`src/rtl/dm_arbiter.sv`:
```
// dm_arbiter
// Two-port arbiter and burst sequencer in front of a single-port word data
// memory. At most one memory access is issued per cycle.
//
// Ports:
//   clk, Reset            clock and synchronous active-high reset
//   p0_*                  port 0 (pipeline MEM stage): single-beat accesses,
//                         normally highest priority; p0_gnt is combinational
//   p1_*                  port 1 (bulk requester): bursts of 1..16 words with
//                         auto-incremented, wrapping addresses; p1_gnt marks
//                         acceptance, p1_beat marks each executing beat,
//                         p1_done pulses the cycle after the last beat
//   mem_*                 memory side; mem_rdata is combinational read data
//
// A starvation counter (wait_cnt) forces one port 1 beat after MAX_WAIT
// consecutive cycles in which port 0 took the memory from a pending port 1.
module dm_arbiter #(
  parameter int MAX_WAIT = 4
) (
  input  logic        clk,
  input  logic        Reset,
  input  logic        p0_req,
  input  logic        p0_we,
  input  logic [31:0] p0_addr,
  input  logic [31:0] p0_wdata,
  input  logic [3:0]  p0_be,
  output logic        p0_gnt,
  output logic [31:0] p0_rdata,
  output logic        p0_rvalid,
  input  logic        p1_req,
  input  logic        p1_we,
  input  logic [31:0] p1_addr,
  input  logic [3:0]  p1_len,
  input  logic [31:0] p1_wdata,
  output logic        p1_gnt,
  output logic        p1_beat,
  output logic [3:0]  p1_beat_idx,
  output logic [31:0] p1_rdata,
  output logic        p1_rvalid,
  output logic        p1_done,
  output logic        mem_we,
  output logic [31:0] mem_addr,
  output logic [31:0] mem_wdata,
  output logic [3:0]  mem_be,
  input  logic [31:0] mem_rdata
);

  typedef enum logic {IDLE, BURST} state_t;

  localparam logic [3:0] MAX_WAIT_C = 4'(MAX_WAIT);

  state_t      state_q, state_d;
  logic [3:0]  wait_cnt_q, wait_cnt_d;
  logic [31:0] base_q, base_d;
  logic [3:0]  len_q, len_d;
  logic        we_q, we_d;
  logic [3:0]  idx_q, idx_d;
  logic [31:0] p0_rdata_q, p0_rdata_d;
  logic        p0_rvalid_q, p0_rvalid_d;
  logic [31:0] p1_rdata_q, p1_rdata_d;
  logic        p1_rvalid_q, p1_rvalid_d;
  logic        p1_done_q, p1_done_d;

  logic        p1_pending;
  logic        serve_p0;
  logic        serve_p1;
  logic [31:0] beat_addr;
  logic        beat_we;

  // Arbitration. Port 1 normally yields to port 0 but wins once the
  // starvation counter has reached MAX_WAIT. Nothing is served while Reset
  // is high, so the memory sees no write in the reset cycle.
  always_comb begin
    p1_pending = (state_q == IDLE && p1_req) || (state_q == BURST);
    serve_p1   = !Reset && p1_pending && (!p0_req || wait_cnt_q == MAX_WAIT_C);
    serve_p0   = !Reset && p0_req && !serve_p1;
    // In IDLE the beat being served is beat 0 of a burst accepted right now,
    // so its address and direction come straight from the request inputs.
    if (state_q == IDLE) begin
      beat_addr = p1_addr & ~32'd3;
      beat_we   = p1_we;
    end else begin
      beat_addr = base_q + {26'd0, idx_q, 2'b00};
      beat_we   = we_q;
    end
  end

  // State register: every flop of the block, with synchronous reset. An
  // in-flight burst is simply dropped; no p1_done is produced for it.
  always_ff @(posedge clk) begin
    if (Reset) begin
      state_q     <= IDLE;
      wait_cnt_q  <= 4'd0;
      base_q      <= 32'd0;
      len_q       <= 4'd0;
      we_q        <= 1'b0;
      idx_q       <= 4'd0;
      p0_rdata_q  <= 32'd0;
      p0_rvalid_q <= 1'b0;
      p1_rdata_q  <= 32'd0;
      p1_rvalid_q <= 1'b0;
      p1_done_q   <= 1'b0;
    end else begin
      state_q     <= state_d;
      wait_cnt_q  <= wait_cnt_d;
      base_q      <= base_d;
      len_q       <= len_d;
      we_q        <= we_d;
      idx_q       <= idx_d;
      p0_rdata_q  <= p0_rdata_d;
      p0_rvalid_q <= p0_rvalid_d;
      p1_rdata_q  <= p1_rdata_d;
      p1_rvalid_q <= p1_rvalid_d;
      p1_done_q   <= p1_done_d;
    end
  end

  // Next-state logic: burst sequencing, starvation counter and read capture.
  always_comb begin
    state_d     = state_q;
    wait_cnt_d  = wait_cnt_q;
    base_d      = base_q;
    len_d       = len_q;
    we_d        = we_q;
    idx_d       = idx_q;
    p0_rdata_d  = p0_rdata_q;
    p0_rvalid_d = 1'b0;
    p1_rdata_d  = p1_rdata_q;
    p1_rvalid_d = 1'b0;
    p1_done_d   = 1'b0;

    // Read data registers hold their last value between reads.
    if (serve_p0 && !p0_we) begin
      p0_rdata_d  = mem_rdata;
      p0_rvalid_d = 1'b1;
    end
    if (serve_p1 && !beat_we) begin
      p1_rdata_d  = mem_rdata;
      p1_rvalid_d = 1'b1;
    end

    // The counter only runs while port 1 is actually being held off by port 0.
    if (!p1_pending || serve_p1) begin
      wait_cnt_d = 4'd0;
    end else if (serve_p0 && wait_cnt_q != MAX_WAIT_C) begin
      wait_cnt_d = wait_cnt_q + 4'd1;
    end

    if (serve_p1) begin
      if (state_q == IDLE) begin
        base_d = p1_addr & ~32'd3;
        len_d  = p1_len;
        we_d   = p1_we;
        if (p1_len == 4'd0) begin
          p1_done_d = 1'b1;
        end else begin
          idx_d   = 4'd1;
          state_d = BURST;
        end
      end else if (idx_q == len_q) begin
        idx_d     = 4'd0;
        state_d   = IDLE;
        p1_done_d = 1'b1;
      end else begin
        idx_d = idx_q + 4'd1;
      end
    end
  end

  // Output logic: grants and the memory-side mux. Memory outputs are driven
  // to zero when no access is issued.
  always_comb begin
    p0_gnt      = serve_p0;
    p1_beat     = serve_p1;
    p1_gnt      = serve_p1 && (state_q == IDLE);
    p1_beat_idx = (!Reset && state_q == BURST) ? idx_q : 4'd0;
    p0_rdata    = p0_rdata_q;
    p0_rvalid   = p0_rvalid_q;
    p1_rdata    = p1_rdata_q;
    p1_rvalid   = p1_rvalid_q;
    p1_done     = p1_done_q;
    mem_we      = 1'b0;
    mem_addr    = 32'd0;
    mem_wdata   = 32'd0;
    mem_be      = 4'd0;
    if (serve_p1) begin
      mem_we    = beat_we;
      mem_addr  = beat_addr;
      mem_wdata = p1_wdata;
      mem_be    = 4'hF;
    end else if (serve_p0) begin
      mem_we    = p0_we;
      mem_addr  = p0_addr;
      mem_wdata = p0_wdata;
      mem_be    = p0_be;
    end
  end

endmodule

```
`config.mk`:
```
export PLATFORM = sky130hd
export DESIGN_NAME = dm_arbiter
export DESIGN_NICKNAME = d
export VERILOG_FILES = /design/src/rtl/dm_arbiter.sv
export SDC_FILE = /design/constraint.sdc
export NUM_CORES = 1
export LEC_CHECK = 0
export CORE_ASPECT_RATIO = 0.9
export CORE_MARGIN = 2
export CORE_UTILIZATION = 39
export CTS_CLUSTER_DIAMETER = 150
export CTS_CLUSTER_SIZE = 24
export DETAILED_ROUTE_END_ITERATION = 6
export MAX_ROUTING_LAYER = met4
export PLACE_DENSITY = 0.82
export REMOVE_ABC_BUFFERS = 1
export SLEW_MARGIN = 20
export SYNTH_ARGS = -nofsm -noshare
export SYNTH_HDL_FRONTEND = slang
export SYNTH_SLANG_ARGS = --single-unit
```
`constraint.sdc`:
```
create_clock -name clk -period 2.9 [get_ports clk]
set_clock_uncertainty 0.15 [all_clocks]
set_input_delay 0.725 -clock clk [delete_from_list [all_inputs] [get_ports clk]]
set_output_delay 0.725 -clock clk [all_outputs]
set_load 0.02 [all_outputs]
```
==> impl_metrics.tcl <==
set metrics [dict create \
    fin_util 0.767 \
    crit_required_ns 2.03 \
    fin_cells 1324 \
    netSwitchingFraction 0.299 \
    ant_nets 0 \
    gp_congestion 0.913 \
    grt_max_degree 70 \
    design.die.area_sq_mm 0.0152 \
    synth_seq_cells 111 \
    leakagePower_nw 4.33 \
    netlist_top_cells_count "195 x nand2_1, 111 x dfxtp_1, 66 x a21oi_1, 35 x o21ai_0, 34 x nand2b_1" \
    ios 317 \
    numCtsBuffers 9 \
    holdWs_ns 0.303 \
    postSynthAreaPerCell_sq_um 7.75 \
    yosysMostFrequentCell "nand2_1" \
    n_fill_cell 888 \
    p_clk_frac 0.300 \
    power_frac_comb 0.292 \
    switching_power_mw 1.19 \
    r2r_slack_ns 0.44 \
    reg2reg_from "wait_cnt_q[1]$_SDFFE_PP0P_" \
    drv_slew 0 \
    ir_drop_uv 450 \
    async_flop_share 0 \
    worstRegToRegCells 13 \
    fmax_ghz 0.301 \
    antenna_found_initial 2 \
    tritoncts "yes" \
    ys.flop_type "dfxtp_1" \
    cp_max_fo 4 \
    final_layout_size_suffix_gt1_frac 0.267 \
    min_from "p1_rdata[3]$_SDFFE_PP0P_" \
    root_buffer "clkbuf_16" \
    rsz0062_at_grt "true" \
    core_sq_mm 0.0140 \
    syn2layout_area_growth_pct 92.9 \
    outcome "complete, but fails checks" \
    drcViolationCount 0 \
    tns_ns -10.15 \
    crit_type "reg -> out" \
    syn-cell-area_sq_mm 0.00555 \
    path_clk_slew_ns 0.07 \
    synth_area_leaders "dfxtp_1 40%, nand2_1 13%, a21oi_1 6.0%, a22o_1 5.0%, xor2_1 3.9%" \
    p_per_area_mw_per_mm2 372 \
    vias 7354 \
    min_path_type "reg -> reg" \
    die_x_um 130 \
    fp.dieH_um 117 \
    r2r-end "p1_rdata[14]$_SDFFE_PP0P_" \
    worst_skew_pair.late_latency_ns 0.35 \
    violations "setup timing" \
    synth_top_area_share 0.400 \
    dr.pass1.iters 7 \
    io_buffers 314 \
    placed_cell_area_sq_mm 0.00943 \
    synth_cell_type_count 50 \
    relSlewSlack 0.586 \
    rows 41 \
    dpl.hpwl_um 16300 \
    drt-initial-drc-count 654 \
    setup_viol 54 \
    max-cap-violations 0 \
    layout.nets 1306 \
    holdPathEnd "p1_rdata[3]$_SDFFE_PP0P_" \
    p_int_mw 2.80 \
    worst_pin_slew_ns 0.620 \
    design_area_sq_mm 0.0107 \
    grtUsageTotal 0.332 \
    synth_edf_count 0 \
    syn_inst 716 \
    ys_seq_area_frac 0.400 \
    yosys_warnings 0 \
    min_period_ns 3.32 \
    wl_per_cell_um 20.8 \
    arrival_ns 2.45 \
    grt_pass1_vias 7011 \
    min_path_cells 2 \
    wirelength_um 27500 \
    crit_path_end_kind "output pin" \
    grt_overflow_total 0 \
    grt_pass1_wl_um 37300 \
    period_share 1.15 \
    seqPwrFrac 0.409 \
    htreeDepth 3 \
    placed_cells 1261 \
    start_util 0.398 \
    worst_slack_ns -0.424 \
    vias_per_cell 5.55 \
    yosysTopAreaCell "dfxtp_1" \
    clock-sinks 111 \
    clockBufferDepth 2 \
    cts-hold-fix-buffers 0 \
    hold_viol 0 \
    start_kind "flip-flop" \
]
==> registers in the layout, summed over array words and instances (netlist names) <==
name / flops
p1_rdata: 32
wait_cnt_q: 4
p1_rvalid: 1
p0_rdata: 32
idx_q: 4
base_q: 30
len_q: 4
we_q: 1
p0_rvalid: 1
state_q: 1
p1_done: 1
==> logic make-up (layout without fill, tap and decap cells) <==
family,count (synthesis),count (layout),synth area share
xor+xnor,32,32,0.0505
buf+inv,62,475,0.0487
flops,111,111,0.400
compound gates,175,175,0.203
fa+ha+maj,8,8,0.0194
other cells,0,2,0
simple gates,320,320,0.264
mux,8,8,0.0147
==> worst max-delay path by stage <==
stage	from	cells past startpoint	to
global placement	p1_req	8	mem_addr[12]
detailed placement	p1_req	8	mem_addr[8]
floorplan	p1_req	5	mem_we
CTS	idx_q[0]$_SDFFE_PP0P_	9	mem_addr[12]
finish	base_q[2]$_SDFFE_PP0P_	9	mem_addr[14]
global route	base_q[2]$_SDFFE_PP0P_	9	mem_addr[14]
==> worst max-delay path, stage by stage, from the launching register on <==
cell	delay, ns
dfxtp_2	0.35
ha_4	0.15
fa_2	0.28
nand3_4	0.17
a21boi_4	0.31
buf_12	0.15
nand3_1	0.12
xor2_1	0.17
o211ai_1	0.20
buf_4	0.18
==> per-stage QoR <==
stage / total power, mW / setup WS (ns)
after floorplan: 2.03 / -1.35
after global placement: 2.65 / -0.765
after detailed placement: 2.66 / -0.772
after CTS: 3.93 / -0.189
after global routing: 4.13 / -0.507
final: 3.99 / -0.424
==> placed cells by master (no fill, tap or decap), types with 14 or more instances in the layout <==
cell             count
nand2_1            169
o21ai_0             32
o211ai_1            21
dfxtp_1             99
xor2_1              23
a21oi_1             65
nand3_1             14
nor2_1              22
nand2_4             21
clkdlybuf4s50_1    235
nand2b_1            34
buf_4              125
a22o_1              29
buf_6               48
==> power by group through the flow <==
stage,Combinational [mW],Clock [mW],Sequential (mW)
floorplan,0.312,0,1.71
global placement,0.996,0,1.66
detailed placement,1.00,0,1.66
CTS,1.10,1.20,1.63
global route,1.22,1.27,1.64
finish,1.16,1.19,1.63
==> layout make-up <==
type	instances	area, sq um	area share
diodes	2	5.00	0.000467
clock buffers	11	233	0.0217
clock inverters	5	40.0	0.00374
inverters	11	48.8	0.00456
multi-input cells	543	3490	0.326
flip-flops and latches	111	2240	0.209
well taps	193	241	0.0226
repair buffers	448	4400	0.411
==> routing by layer <==
metal,up-vias,track usage,part of all wire
met4,0,0.199,0.074
met3,179,0.143,0.13
li1,3261,-,-
met2,546,0.542,0.46
met5,-,-,0
met1,3368,0.333,0.34
==> repair_timing <==
| action | 4_1_cts | 5_1_grt |
|---|---|---|
| resized for setup | 475 | 60 |
| pin swaps | 58 | 29 |
| gates cloned | 9 | 2 |
| setup endpoints to repair | 72 | 70 |
| setup buffers | 25 | 14 |
| hold endpoints to repair | 0 | 0 |
(Power assumes the default switching activity.)
